<file path="config.mk">
export PLATFORM = sky130hd
export DESIGN_NAME = firebird7_in_gate1_tessent_tdr_data_ctrl
export DESIGN_NICKNAME = d
export VERILOG_FILES = /design/src/rtl/firebird7_in_gate1_tessent_tdr_pkg.sv /design/src/rtl/firebird7_in_gate1_tessent_tdr_data_ctrl.sv
export SDC_FILE = /design/constraint.sdc
export NUM_CORES = 1
export LEC_CHECK = 0
export CORE_MARGIN = 4
export CORE_UTILIZATION = 45
export DETAILED_ROUTE_END_ITERATION = 10
export DONT_BUFFER_PORTS = 1
export SYNTH_ARGS = -nofsm -noshare
export SYNTH_HDL_FRONTEND = slang
export SYNTH_SLANG_ARGS = --single-unit
</file>
<file path="constraint.sdc">
create_clock -name ijtag_tck -period 3.85 [get_ports ijtag_tck]
set_clock_uncertainty 0.2 [all_clocks]
set_input_delay 0.385 -clock ijtag_tck [delete_from_list [all_inputs] [get_ports ijtag_tck]]
set_output_delay 0.385 -clock ijtag_tck [all_outputs]
set_load 0.01 [all_outputs]
</file>
<file path="src/rtl/firebird7_in_gate1_tessent_tdr_pkg.sv">
// Shared types and helpers for the gate1 data-mux IJTAG TDR.
// FIREBIRD7_IN_GATE1_TDR_PARITY_EN adds an even-parity bit to the scan register.
package firebird7_in_gate1_tessent_tdr_pkg;

    typedef enum logic [1:0] {
        IDLE     = 2'd0,
        CAPTURED = 2'd1,
        SHIFTING = 2'd2,
        OVERRUN  = 2'd3
    } tdr_state_e;

    function automatic int tdr_len(input int width);
`ifdef FIREBIRD7_IN_GATE1_TDR_PARITY_EN
        return width + 2;
`else
        return width + 1;
`endif
    endfunction

    // Callers zero-extend; zeros do not disturb the XOR.
    function automatic logic even_parity(input logic [31:0] vec);
        return ^vec;
    endfunction

endpackage

</file>
<file path="src/rtl/firebird7_in_gate1_tessent_tdr_data_ctrl.sv">
// IJTAG TDR driving select/data of the gate1 3-bit data mux, with shift-length checking.
// FIREBIRD7_IN_GATE1_TDR_PARITY_EN: extra even-parity bit in SR, checked on update.
//
// state    | meaning
// IDLE     | after reset or an update attempt; no valid shift in progress
// CAPTURED | SR just loaded from functional_data_in / ijtag_select
// SHIFTING | 1..L bits shifted since capture/update
// OVERRUN  | more than L bits shifted; next update is rejected
module firebird7_in_gate1_tessent_tdr_data_ctrl
    import firebird7_in_gate1_tessent_tdr_pkg::*;
#(
    parameter int              WIDTH      = 3,
    parameter logic [WIDTH-1:0] DATA_RESET = '0,
    parameter logic            SEL_RESET  = 1'b0
) (
    input  logic             ijtag_tck,
    input  logic             ijtag_reset,
    input  logic             ijtag_sel,
    input  logic             ijtag_ce,
    input  logic             ijtag_se,
    input  logic             ijtag_ue,
    input  logic             ijtag_si,
    output logic             ijtag_so,
    input  logic [WIDTH-1:0] functional_data_in,
    output logic             ijtag_select,
    output logic [WIDTH-1:0] ijtag_data_out,
    output logic             update_error
);

    localparam int L     = tdr_len(WIDTH);
    localparam int CNT_W = $clog2(L + 2);
    localparam logic [CNT_W-1:0] CNT_FULL = CNT_W'(L);
    localparam logic [CNT_W-1:0] CNT_SAT  = CNT_W'(L + 1);

    tdr_state_e       state_q, state_d;
    logic [CNT_W-1:0] bit_cnt_q, bit_cnt_d;
    logic [L-1:0]     sr_q, sr_d;
    logic             select_q, select_d;
    logic [WIDTH-1:0] data_q, data_d;
    logic             error_q, error_d;

    logic [L-1:0] capture_word;
    logic         parity_ok;
    logic         update_req;
    logic         update_ok;

`ifdef FIREBIRD7_IN_GATE1_TDR_PARITY_EN
    assign capture_word = {even_parity(32'({functional_data_in, select_q})),
                           functional_data_in, select_q};
    assign parity_ok    = (even_parity(32'(sr_q)) == 1'b0);
`else
    assign capture_word = {functional_data_in, select_q};
    assign parity_ok    = 1'b1;
`endif

    // ue only counts when neither capture nor shift claims the edge.
    assign update_req = ijtag_sel && !ijtag_ce && !ijtag_se && ijtag_ue;
    assign update_ok  = (state_q == SHIFTING) && (bit_cnt_q == CNT_FULL) && parity_ok;

    always_ff @(posedge ijtag_tck) begin
        if (!ijtag_reset) begin
            state_q   <= IDLE;
            bit_cnt_q <= '0;
            sr_q      <= '0;
            select_q  <= SEL_RESET;
            data_q    <= DATA_RESET;
            error_q   <= 1'b0;
        end else begin
            state_q   <= state_d;
            bit_cnt_q <= bit_cnt_d;
            sr_q      <= sr_d;
            select_q  <= select_d;
            data_q    <= data_d;
            error_q   <= error_d;
        end
    end

    always_comb begin
        state_d   = state_q;
        bit_cnt_d = bit_cnt_q;
        sr_d      = sr_q;
        if (ijtag_sel) begin
            if (ijtag_ce) begin
                sr_d      = capture_word;
                bit_cnt_d = '0;
                state_d   = CAPTURED;
            end else if (ijtag_se) begin
                sr_d = {ijtag_si, sr_q[L-1:1]};
                if (bit_cnt_q != CNT_SAT) begin
                    bit_cnt_d = bit_cnt_q + CNT_W'(1);
                end
                state_d = (bit_cnt_q < CNT_FULL) ? SHIFTING : OVERRUN;
            end else if (ijtag_ue) begin
                bit_cnt_d = '0;
                state_d   = IDLE;
            end
        end
    end

    always_comb begin
        select_d = select_q;
        data_d   = data_q;
        error_d  = error_q;
        if (update_req) begin
            if (update_ok) begin
                select_d = sr_q[0];
                data_d   = sr_q[WIDTH:1];
                error_d  = 1'b0;
            end else begin
                error_d  = 1'b1;
            end
        end
    end

    assign ijtag_so       = sr_q[0];
    assign ijtag_select   = select_q;
    assign ijtag_data_out = data_q;
    assign update_error   = error_q;

endmodule

</file>
==> Flow_metrics.wiki, run 1 <==
{| class="wikitable"
! Metric !! Value
|-
| Worst r2r src || bit_cnt_q[0]$_SDFFE_PN0P_
|-
| Standard cell with the maximum stage delay on the critical path || sky130_fd_sc_hd__dfxtp_1
|-
| Final wirelength || 1498 um
|-
| Mean cell area of the mapped netlist || 9.313 um2
|-
| Fmax || 694.8 MHz
|-
| Async S/R FF share, synth || 0
|-
| Buffer levels on the longest clock path || 2
|-
| Final hold vios || 0
|-
| PD cells || 367.6 nW/um2
|-
| Instance count on the critical path || 5
|-
| Commonest cells post-synth || sky130_fd_sc_hd__dfxtp_1 (14), sky130_fd_sc_hd__a21oi_1 (7), sky130_fd_sc_hd__nor2_1 (6)
|-
| Clock root buffer || sky130_fd_sc_hd__clkbuf_4
|-
| Number of max-slew violations in the final report || 0
|-
| CP Max Fanout || 6
|-
| Clock slew at reported path FFs || 80 ps
|-
| FF+latch count, synth || 14
|-
| Share of the clock period used by the worst path || 0.3738
|-
| Count of mapped cells out of synthesis || 79
|-
| Number of detailed-route iterations in the first pass || 4
|-
| Overall die area || 2346 um2
|-
| 1st-iter DRT viols || 9
|-
| Relative slew slack || 0.7102
|-
| Data arrival time at the worst-slack endpoint || 1390 ps
|-
| Worst setup path endpoint || ijtag_data_out[1]$_SDFFE_PN0P_
|-
| Core Rows || 14
|-
| GR Overflow Total || 0
|-
| Synth Cell Area || 735.7 um2
|-
| Crit start category || flop
|-
| HPWL after DPL || 1144 um
|-
| Fraction of the yosys area taken by sequential cells || 0.3810
|-
| Number of library cell types mapped by synthesis || 27
|-
| Max_cap viols || 0
|-
| Total via count in the routed design || 563
|-
| Least setup slack across all paths after layout || 2411 ps
|-
| Initial core utilization || 0.4828
|-
| Cell area after layout || 773.2 um2
|-
| DRC errors left || 0
|-
| Horizontal extent of the die || 48.44 um
|-
| Layout net count || 94
|-
| Most used flip-flop cell after synthesis || sky130_fd_sc_hd__dfxtp_1
|-
| Post-Route Setup TNS || 0 ps
|-
| Placed instance area || 737.0 um2
|-
| Delay-heaviest family, CP || flip-flops
|-
| Ant. Diodes || 0
|-
| Boundary Pins || 16
|-
| Antenna violations before repair || 0
|-
| Worst min-delay path category || primary input to flop
|-
| Worst stage delay on the critical path || 430 ps
|-
| Remaining antenna violation count || 0
|-
| Port-buffer cells || 0
|-
| Area contributors post-synth || sky130_fd_sc_hd__dfxtp_1 (38%), sky130_fd_sc_hd__a211oi_2 (6.8%), sky130_fd_sc_hd__mux2i_1 (6.8%)
|-
| Insertion delay to the later sink of the worst-skew pair || 280 ps
|-
| Routed length per placed instance || 15.60 um
|-
| Static leakage power || 0.2915 nW
|-
| Number of warnings printed during yosys synthesis || 0
|-
| Minimum clock period after layout || 1439 ps
|-
| Critical path required time || 3800 ps
|-
| Number of buffer and inverter instances along the worst setup path || 1
|-
| Post-placement cell count || 92
|-
| Critical Path End Type || flop
|-
| Vias per inst || 5.865
|-
| Number of clock sinks seen by CTS || 14
|-
| Count of cells along the worst register-to-register path || 5
|-
| Worst slack at placement || 2427 ps
|-
| Library cell occupying the most area in the post-synthesis netlist || sky130_fd_sc_hd__dfxtp_1
|-
| Wire length of the first global-routing pass || 2628 um
|-
| Worst Tran Pin Value || 434.3 ps
|-
| Largest net degree at the start of global routing || 13
|-
| Fraction of layout instances using a drive strength above 1 || 0.1375
|-
| RSZ-0062 raised after global routing || no
|-
| Overall global routing resource usage || 0.1380
|-
| Number of buffers inserted by post-CTS setup repair || 0
|-
| Reg2Reg Capture Point || ijtag_data_out[1]$_SDFFE_PN0P_
|-
| Total of cells resized after clock tree synthesis || 0
|-
| Register-to-register setup slack || 2410 ps
|-
| Level count of the clock H-tree || 1
|-
| Critical path class || flop to flop
|-
| Die outline height || 48.44 um
|-
| Setup violation total in the final timing report || 0
|-
| Run status || finished clean
|-
| Growth of design area from synthesis to finish || 5.102%
|-
| Placer Congestion || 0.7493
|-
| Post-synth EDFFs || 0
|-
| Most frequently used cell type in the post-synthesis netlist || sky130_fd_sc_hd__dfxtp_1
|-
| Fin cells || 96
|-
| Net count after synthesis || 92
|-
| VDD IR-drop max || 0.2238 mV
|-
| TritonCTS clock tree || yes
|-
| Series of cell instances along the critical path || inv_1 > ha_1 > and4b_1 > nand3_1 > a21oi_1
|-
| Core area || 1524 um2
|-
| Number of global-route vias before repair || 562
|-
| Proportion of netlist area held by the largest area contributor || 0.3810
|-
| Clock buffer count from CTS || 3
|-
| CTS hold repair buffers || 0
|-
| Launching instance or port of the critical path || bit_cnt_q[0]$_SDFFE_PN0P_
|}
area by class of cell:
type                       instances  area, um2
tap                               16      20.02
clock buffer                       4      36.28
fill                             162      750.7
inverter                           3      11.26
multi-input combinational         59      425.4
sequential                        14      280.3
placed cells by master (no fill, tap or decap):
cell	instances
sky130_fd_sc_hd__nand4_1	1
sky130_fd_sc_hd__clkbuf_8	1
sky130_fd_sc_hd__nand4bb_1	1
sky130_fd_sc_hd__o211ai_1	2
sky130_fd_sc_hd__clkbuf_4	3
sky130_fd_sc_hd__ha_1	3
sky130_fd_sc_hd__a21o_1	1
sky130_fd_sc_hd__a22oi_1	2
sky130_fd_sc_hd__nor2b_1	2
sky130_fd_sc_hd__and3_1	1
sky130_fd_sc_hd__and4bb_4	1
sky130_fd_sc_hd__a21oi_1	7
sky130_fd_sc_hd__inv_1	3
sky130_fd_sc_hd__o21a_4	1
sky130_fd_sc_hd__nor2b_2	1
sky130_fd_sc_hd__nand2_1	3
sky130_fd_sc_hd__a211oi_2	4
sky130_fd_sc_hd__mux2i_1	5
sky130_fd_sc_hd__nand3_1	5
sky130_fd_sc_hd__nand4b_1	1
sky130_fd_sc_hd__o31ai_1	1
sky130_fd_sc_hd__o21ai_0	5
sky130_fd_sc_hd__o21ai_1	4
sky130_fd_sc_hd__and3b_1	1
sky130_fd_sc_hd__dfxtp_1	14
sky130_fd_sc_hd__nor2_1	6
sky130_fd_sc_hd__and4b_1	1
where the power goes:
group	leakage, nW	switching (W)	internal, W
sequential	0.114	0.00000492	0.000150
combinational	0.156	0.0000123	0.0000121
clock	0.0210	0.0000475	0.0000575
total	0.291	0.0000647	0.000220
stage by stage:
stage	hold WS, ps	util	total power, W
after CTS	30.18	0.5074	0.0002872
after global routing	13.22	0.5074	0.0003018
after detailed placement	300.6	0.4836	0.0001827
final	38.54	0.5074	0.0002842
after global placement	279.4	0.4836	0.0001821
after floorplan	256.4	-	0.0001823
worst reg2reg max path: cells and delay by family, from the launching register on:
| family | cells | cell delay, ps |
|---|---|---|
| flops | 1 | 430 |
| compound gates | 1 | 60 |
| buf+inv | 1 | 70 |
| simple gates | 2 | 340 |
| fa+ha+maj | 1 | 210 |
worst min path at each step:
stage / cells after the start / slack, ps / start / to
floorplan: 2 / 260 / sr_q[1]$_SDFFE_PN0P_ / ijtag_data_out[0]$_SDFFE_PN0P_
global placement: 2 / 280 / sr_q[1]$_SDFFE_PN0P_ / ijtag_data_out[0]$_SDFFE_PN0P_
detailed placement: 2 / 300 / sr_q[2]$_SDFFE_PN0P_ / ijtag_data_out[1]$_SDFFE_PN0P_
CTS: 2 / 30 / ijtag_reset / bit_cnt_q[0]$_SDFFE_PN0P_
global route: 2 / 10 / ijtag_reset / bit_cnt_q[0]$_SDFFE_PN0P_
finish: 2 / 40 / ijtag_reset / bit_cnt_q[0]$_SDFFE_PN0P_
sequential cells by signal (all words and copies together), names as in the netlist:
name            flops
ijtag_select        1
update_error        1
ijtag_data_out      3
bit_cnt_q           3
state_q             2
sr_q                4
cell families (layout without fill, tap and decap cells):
family | after synthesis | count (layout) | share of synthesized area
AO/OA/AOI/OAI | 27 | 27 | 0.2585
adder cells (fa/ha/maj) | 3 | 3 | 0.05103
AND/OR/NAND/NOR | 24 | 24 | 0.2007
flip-flops | 14 | 14 | 0.3810
buffers and inverters | 6 | 7 | 0.04080
multiplexers | 5 | 5 | 0.06803
routing by layer:
layer | vias up | global-route usage | wire length [um]
li1 | 294 | - | -
met1 | 249 | 0.1837 | 706
met2 | 20 | 0.1978 | 649
met3 | 0 | 0.07055 | 141
met4 | 0 | 0.02765 | 0
met5 | - | 0 | 0
Power figures use the tool's default switching activity.
==> inputs of run 2 (changes only) <==
Clock period 3.85 ns to 1.2 ns, I/O delays scaled along.
==> run 2 against run 1 <==
Compared with the run above:
- the run now ends with hold timing, setup timing left
- final area rose by 24%
- routed wire length rose by 15%
- non-clock buffer count rose by 15
- utilization rose by 12 points
- worst hold slack got worse by 170 ps
- clock-buffer cell count did not move
- clock power rose to 3.4 times the previous value
- first-iteration DRC count rose by 22%
- maximum frequency rose by 8.5%
- sequential share of layout area fell by 6.7 points
- register-to-register slack got worse by 2500 ps
==> Flow_metrics.wiki, run 2 (same netlist as run 1, synthesis figures left out) <==
{| class="wikitable"
! Metric !! Value
|-
| Highest-utilization routing layer at the global route stage || met2
|-
| Setup violation total in the final timing report || 8 (+8)
|-
| Instance count on the critical path || 5 (unchanged)
|-
| Core area || 1524 um2 (unchanged)
|-
| Overall global routing resource usage || 0.1582 (+0.02024)
|-
| Max_cap viols || 0 (unchanged)
|-
| Delay-heaviest family, CP || simple AND/OR/NAND/NOR gates
|-
| Largest net degree at the start of global routing || 13 (unchanged)
|-
| Core Rows || 14 (unchanged)
|-
| PD cells || 1023 nW/um2 (+180%)
|-
| Met2 usage in global routing || 0.2196 (+0.02174)
|-
| Growth of design area from synthesis to finish || 30.10%
|-
| Static leakage power || 0.3708 nW (+27%)
|-
| Fin Hold WS || -130.4 ps (-169.0 ps)
|-
| Wire length of the first global-routing pass || 2898 um (+10%)
|-
| Worst min-delay path category || primary input to flop
|-
| Port-buffer cells || 0 (unchanged)
|-
| Hold Crit Depth || 3 (+1)
|-
| Buffer levels on the longest clock path || 2 (unchanged)
|-
| Overall die area || 2346 um2 (unchanged)
|-
| Number of fill cells || 127 (-22%)
|-
| VDD IR-drop max || 0.5869 mV (+160%)
|-
| Most flops, register || sr_q
|-
| Standard cell with the maximum stage delay on the critical path || sky130_fd_sc_hd__dfxtp_2
|-
| Share of the clock period used by the worst path || 1.105 (+0.7315)
|-
| Count of cells along the worst register-to-register path || 5 (unchanged)
|-
| TritonCTS clock tree || yes
|-
| Vias per inst || 5.775 (-1.5%)
|-
| DRC errors left || 0 (unchanged)
|-
| Part of the total power dissipated in combinational logic || 0.131 (+0.045)
|-
| Most common cell after layout, fill and taps aside || sky130_fd_sc_hd__dfxtp_1
|-
| Remaining antenna violation count || 0 (unchanged)
|-
| Clock slew at reported path FFs || 90 ps (about the same)
|-
| GR met3 Demand/Resource || 0.04908 (-0.02147)
|-
| Least setup slack across all paths after layout || -126.3 ps (-2537 ps)
|-
| Worst Tran Pin Value || 325.1 ps (-109.2 ps)
|-
| Number of max-slew violations in the final report || 0 (unchanged)
|-
| Minimum clock period after layout || 1326 ps (-112.9 ps)
|-
| Insertion delay to the later sink of the worst-skew pair || 290 ps (about the same)
|-
| Number of global-route vias before repair || 596 (+6.0%)
|-
| Net switching power || 0.0002432 W (+280%)
|-
| Clock network power share || 0.361 (-0.008)
|-
| Part of the total power dissipated in sequential elements || 0.508 (-0.037)
|-
| Clock root buffer || sky130_fd_sc_hd__clkbuf_4
|-
| Critical path class || flop to flop
|-
| CP Max Fanout || 5 (-1)
|-
| Critical path required time || 1230 ps (-2570 ps)
|-
| RSZ-0062 raised after global routing || yes
|-
| Run status || finished with violations
|-
| Most used cells in the layout excluding fill and tap cells || sky130_fd_sc_hd__dfxtp_1 (12), sky130_fd_sc_hd__dlygate4sd3_1 (11), sky130_fd_sc_hd__a21oi_1 (7), sky130_fd_sc_hd__nor2_1 (6)
|-
| Failing checks || hold timing, setup timing
|-
| Number of detailed-route iterations in the first pass || 4 (unchanged)
|-
| Final wirelength || 1716 um (+15%)
|-
| Multi-input logic area || 461.7 um2 (+8.5%)
|-
| Internal power || 0.0007363 W (+240%)
|-
| HPWL after DPL || 1145 um (about the same)
|-
| Antenna violations before repair || 0 (unchanged)
|-
| Relative slew slack || 0.7833 (+0.07310)
|-
| Critical Path End Type || flop
|-
| Final hold vios || 11 (+11)
|-
| Fmax || 754.0 MHz (+8.5%)
|-
| Layout Utilization || 0.6281 (+0.1207)
|-
| Number of buffer and inverter instances along the worst setup path || 1 (unchanged)
|-
| Largest register FFs || 4 (unchanged)
|-
| Level count of the clock H-tree || 1 (unchanged)
|-
| Area taken by flip-flops and latches || 282.8 um2 (+0.89%)
|-
| Fraction of layout instances using a drive strength above 1 || 0.2632 (+0.1257)
|-
| Crit start category || flop
|-
| Die outline height || 48.44 um (unchanged)
|-
| Series of cell instances along the critical path || inv_2 > ha_4 > and4b_2 > nand3_2 > a21oi_1
|-
| Clock buffer count from CTS || 3 (unchanged)
|-
| Horizontal extent of the die || 48.44 um (unchanged)
|-
| 1st-iter DRT viols || 11 (+2)
|-
| GR Overflow Total || 0 (unchanged)
|-
| Data arrival time at the worst-slack endpoint || 1350 ps (-40 ps)
|-
| Switching portion of total power || 0.2483 (+0.02063)
|-
| Ant. Diodes || 0 (unchanged)
|-
| Initial core utilization || 0.4828 (unchanged)
|-
| Number of clock sinks seen by CTS || 14 (unchanged)
|-
| Routed length per placed instance || 15.46 um (-0.93%)
|-
| Layout net count || 109 (+16%)
|-
| Global routing met1 resource utilization || 0.2098 (+0.02612)
|-
| Worst stage delay on the critical path || 360 ps (-70 ps)
|-
| Placer Congestion || 0.7192 (-4.0%)
|-
| Total via count in the routed design || 641 (+14%)
|-
| Boundary Pins || 16 (unchanged)
|-
| Worst slack at placement || -115.6 ps (-2542 ps)
|}
[run 2: cell count changes in the layout (fill, tap and decap cells not counted), moves of 2 or more]
cell and change:
sky130_fd_sc_hd__nand3_2 +3, sky130_fd_sc_hd__nand3_1 -3, sky130_fd_sc_hd__inv_1 -2, sky130_fd_sc_hd__ha_1 -2, sky130_fd_sc_hd__dfxtp_1 -2, sky130_fd_sc_hd__dfxtp_2 +2, sky130_fd_sc_hd__buf_4 +3, sky130_fd_sc_hd__dlygate4sd3_1 +11
sky130_fd_sc_hd__inv_2 +2
[run 2: worst min-delay path, stage by stage]
cell	delay, ps
sky130_fd_sc_hd__nand2_1	50
sky130_fd_sc_hd__o211ai_1	90
sky130_fd_sc_hd__a21oi_1	60
[run 2: power groups by stage]
stage	Clock, W	Sequential (W)	Combinational, W
6_report	0.000353	0.000498	0.000128
5_1_grt	0.000387	0.000501	0.000142
4_1_cts	0.000357	0.000497	0.000126
3_5_place_dp	0	0.000507	0.0000881
3_3_place_gp	0	0.000507	0.0000866
2_1_floorplan	0	0.000504	0.0000824
[run 2: worst paths after layout]
check	from	endpoint	slack (ps)
max reg2reg	bit_cnt_q[0]$_SDFFE_PN0P_	ijtag_data_out[0]$_SDFFE_PN0P_	-130
min reg2reg	sr_q[2]$_SDFFE_PN0P_	ijtag_data_out[1]$_SDFFE_PN0P_	320
min	ijtag_ce	bit_cnt_q[2]$_SDFFE_PN0P_	-130
max	bit_cnt_q[0]$_SDFFE_PN0P_	ijtag_data_out[0]$_SDFFE_PN0P_	-130
[run 2: cell type report]
cell class / instances / share of cell area
multi-input cells: 59 / 0.4824
flip-flops and latches: 14 / 0.2954
repair buffers: 15 / 0.1516
clock buffers: 4 / 0.03791
well taps: 16 / 0.02092
inverters: 3 / 0.01176
[run 2: routing by layer]
| metal | up-vias | part of all wire |
|---|---|---|
| li1 | 327 | - |
| met1 | 295 | 0.48 |
| met2 | 15 | 0.45 |
| met3 | 4 | 0.055 |
| met4 | 0 | 0.018 |
| met5 | - | 0 |
[run 2: metrics by stage]
| step | instance area, um2 | total power [W] | std cells | TNS (ps) |
|---|---|---|---|---|
| 3_5_place_dp | 772.0 | 0.0005955 | 95 | -583.4 |
| 6_report | 957.2 | 0.0009794 | 111 | -720.9 |
| 3_3_place_gp | 772.0 | 0.0005932 | 95 | -635.6 |
| 2_1_floorplan | 748.2 | 0.0005860 | 79 | -154.9 |
| 4_1_cts | 944.7 | 0.0009799 | 111 | -947.9 |
| 5_1_grt | 957.2 | 0.001029 | 111 | -1254 |
[run 2: repair_timing]
action | in CTS | in global routing
endpoints found under the hold margin | 14 | 11
endpoints found under the setup margin | 8 | 14
buffers inserted | 0 | 0
gates resized for setup | 3 | 3
pin swaps | 3 | 0
hold buffers | 12 | 1
==> inputs of run 3 (changes only) <==
Settings changed: SETUP_SLACK_MARGIN set to 0.15.
==> run 3 against run 2 <==
Compared with the run above:
- the run still ends with hold timing, setup timing left
- critical path type unchanged
- final cell count shrank 5.4%
- utilization fell by 3.1 points
- worst hold slack got worse by 61 ps
- global-route usage down 1.6 points
- sequential cell count is the same
==> Flow_metrics.wiki, run 3 (same netlist as run 1, synthesis figures left out) <==
{| class="wikitable"
! Metric !! Value
|-
| Ant. Diodes || 0 (unchanged)
|-
| Overall global routing resource usage || 0.1423 (-0.01588)
|-
| 1st-iter DRT viols || 10 (-1)
|-
| Standard cell with the maximum stage delay on the critical path || sky130_fd_sc_hd__dfxtp_2
|-
| Share of the clock period used by the worst path || 1.113 (+0.007414)
|-
| Wire length of the first global-routing pass || 2760 um (-4.8%)
|-
| Fin Hold WS || -191.0 ps (-60.54 ps)
|-
| Worst Tran Pin Value || 232.4 ps (-92.73 ps)
|-
| Number of max-slew violations in the final report || 0 (unchanged)
|-
| Fmax || 748.9 MHz (-0.67%)
|-
| Routed length per placed instance || 14.87 um (-3.8%)
|-
| Run status || finished with violations
|-
| Total chip power || 0.0009424 W (-3.8%)
|-
| Final wirelength || 1561 um (-9.0%)
|-
| Growth of design area from synthesis to finish || 23.64%
|-
| Port-buffer cells || 0 (unchanged)
|-
| Buffer levels on the longest clock path || 2 (unchanged)
|-
| Internal power || 0.0007209 W (-2.1%)
|-
| HPWL after DPL || 1130 um (-1.3%)
|-
| Vias per inst || 5.886 (+1.9%)
|-
| Highest-utilization routing layer at the global route stage || met1
|-
| Worst slack at placement || -114.6 ps (+1.017 ps)
|-
| Met2 usage in global routing || 0.1935 (-0.02609)
|-
| Layout Utilization || 0.5969 (-0.03120)
|-
| VDD IR-drop max || 0.8735 mV (+49%)
|-
| Number of fill cells || 138 (+8.7%)
|-
| Net switching power || 0.0002215 W (-8.9%)
|-
| Number of clock sinks seen by CTS || 14 (unchanged)
|-
| Clock root buffer || sky130_fd_sc_hd__clkbuf_4
|-
| Core Rows || 14 (unchanged)
|-
| Part of the total power dissipated in combinational logic || 0.112 (-0.019)
|-
| Most flops, register || sr_q
|-
| TritonCTS clock tree || yes
|-
| CTS hold repair buffers || 5 (-7)
|-
| Placer Congestion || 0.7006 (-2.6%)
|-
| PD cells || 1036 nW/um2 (+1.2%)
|-
| Part of the total power dissipated in sequential elements || 0.526 (+0.018)
|-
| Largest register FFs || 4 (unchanged)
|-
| Clock buffer count from CTS || 3 (unchanged)
|-
| Worst stage delay on the critical path || 380 ps (+20 ps)
|-
| Remaining antenna violation count || 0 (unchanged)
|-
| Number of global-route vias before repair || 586 (-1.7%)
|-
| Clock slew at reported path FFs || 90 ps (about the same)
|-
| Most common cell after layout, fill and taps aside || sky130_fd_sc_hd__dfxtp_1
|-
| Worst min-delay path category || primary input to flop
|-
| Overall die area || 2346 um2 (unchanged)
|-
| Count of cells along the worst register-to-register path || 5 (unchanged)
|-
| Antenna violations before repair || 0 (unchanged)
|-
| Hold Crit Depth || 2 (-1)
|-
| Critical Path End Type || flop
|-
| Initial core utilization || 0.4828 (unchanged)
|-
| Layout net count || 103 (-5.5%)
|-
| Level count of the clock H-tree || 1 (unchanged)
|-
| Global routing met1 resource utilization || 0.2193 (+0.009452)
|-
| Relative slew slack || 0.8440 (+0.06078)
|-
| Boundary Pins || 16 (unchanged)
|-
| Number of detailed-route iterations in the first pass || 4 (unchanged)
|-
| Minimum clock period after layout || 1335 ps (+8.897 ps)
|-
| Switching portion of total power || 0.2350 (-0.01323)
|-
| Die outline height || 48.44 um (unchanged)
|-
| Static leakage power || 0.3431 nW (-7.5%)
|-
| RSZ-0062 raised after global routing || yes
|-
| Critical path class || flop to flop
|-
| Critical path required time || 1210 ps (-20 ps)
|-
| Max_cap viols || 0 (unchanged)
|-
| Total via count in the routed design || 618 (-3.6%)
|-
| Failing checks || hold timing, setup timing
|-
| GR Overflow Total || 0 (unchanged)
|-
| Most used cells in the layout excluding fill and tap cells || sky130_fd_sc_hd__dfxtp_1 (9), sky130_fd_sc_hd__o21ai_1 (7), sky130_fd_sc_hd__nor2_1 (6), sky130_fd_sc_hd__mux2i_1 (5)
|-
| Data arrival time at the worst-slack endpoint || 1340 ps (about the same)
|-
| CP Max Fanout || 5 (unchanged)
|-
| Setup violation total in the final timing report || 8 (unchanged)
|-
| Final hold vios || 9 (-2)
|-
| Least setup slack across all paths after layout || -135.2 ps (-8.897 ps)
|-
| Series of cell instances along the critical path || inv_2 > ha_4 > and4b_2 > buf_4 > a21oi_1
|-
| Fraction of layout instances using a drive strength above 1 || 0.3596 (+0.09639)
|-
| DRC errors left || 0 (unchanged)
|-
| Horizontal extent of the die || 48.44 um (unchanged)
|-
| GR met3 Demand/Resource || 0.04908 (unchanged)
|-
| Largest net degree at the start of global routing || 13 (unchanged)
|-
| Crit start category || flop
|-
| Core area || 1524 um2 (unchanged)
|-
| Insertion delay to the later sink of the worst-skew pair || 270 ps (-20 ps)
|-
| Clock network power share || 0.362 (about the same)
|}
run 3: cell count changes in the layout (fill, tap and decap cells not counted), moves of 2 or more:
cell	before	now
sky130_fd_sc_hd__dfxtp_1	12	9
sky130_fd_sc_hd__o21ai_0	5	2
sky130_fd_sc_hd__dlygate4sd3_1	11	4
sky130_fd_sc_hd__o21ai_1	4	7
sky130_fd_sc_hd__a21oi_2	0	3
sky130_fd_sc_hd__dfxtp_2	2	4
sky130_fd_sc_hd__a21oi_1	7	4
run 3: final cells by class:
| class | count | area (um2) | area share |
|---|---|---|---|
| multi-input cells | 59 | 470.5 | 0.5172 |
| flip-flops and latches | 14 | 289.0 | 0.3177 |
| repair buffers | 9 | 82.58 | 0.09078 |
| clock buffers | 4 | 36.28 | 0.03989 |
| well taps | 16 | 20.02 | 0.02201 |
| inverters | 3 | 11.26 | 0.01238 |
run 3: final timing paths:
check                                                from                   endpoint  slack (ps)
worst max register to register  bit_cnt_q[0]$_SDFFE_PN0P_  update_error$_SDFFE_PN0P_        -140
worst min-delay path                            ijtag_sel  bit_cnt_q[1]$_SDFFE_PN0P_        -190
worst max-delay path            bit_cnt_q[0]$_SDFFE_PN0P_  update_error$_SDFFE_PN0P_        -140
worst min register to register       sr_q[0]$_SDFFE_PN0P_  ijtag_select$_SDFFE_PN0P_         300
run 3: metrics by stage:
stage,area (um2),instances,TNS [ps],hold slack (ps)
2_1_floorplan,748.2,79,-155.0,45.13
3_3_place_gp,772.0,95,-673.6,59.94
3_5_place_dp,772.0,95,-580.7,52.25
4_1_cts,879.6,104,-643.4,-203.0
5_1_grt,909.6,105,-1299,-202.1
6_report,909.6,105,-755.9,-191.0
run 3: timing repair:
item                                    in CTS  in global routing
buffers inserted                             0                  1
gates resized for setup                      6                 10
pin swaps                                    3                  1
endpoints found under the hold margin       14                 11
endpoints found under the setup margin       9                 16
run 3: routing by layer:
metal	part of all wire	wire (um)
met2	0.45	703
met3	0.068	106
met5	0	0
met4	0	0
met1	0.48	751
run 3: worst max-delay path, delay by kind of cell (launching register included):
| family | cells | cell delay (ps) |
|---|---|---|
| AOI/OAI and AO/OA | 1 | 100 |
| and+or+nand+nor | 1 | 240 |
| DFF | 1 | 380 |
| adders and majority gates | 1 | 150 |
| buffers and inverters | 2 | 210 |
run 3: power by group through the flow:
stage,sequential [W],combinational (W),clock (W)
6_report,0.000496,0.000106,0.000341
3_5_place_dp,0.000507,0.0000878,0
4_1_cts,0.000497,0.000104,0.000347
3_3_place_gp,0.000506,0.0000867,0
5_1_grt,0.000498,0.000118,0.000381
2_1_floorplan,0.000504,0.0000824,0
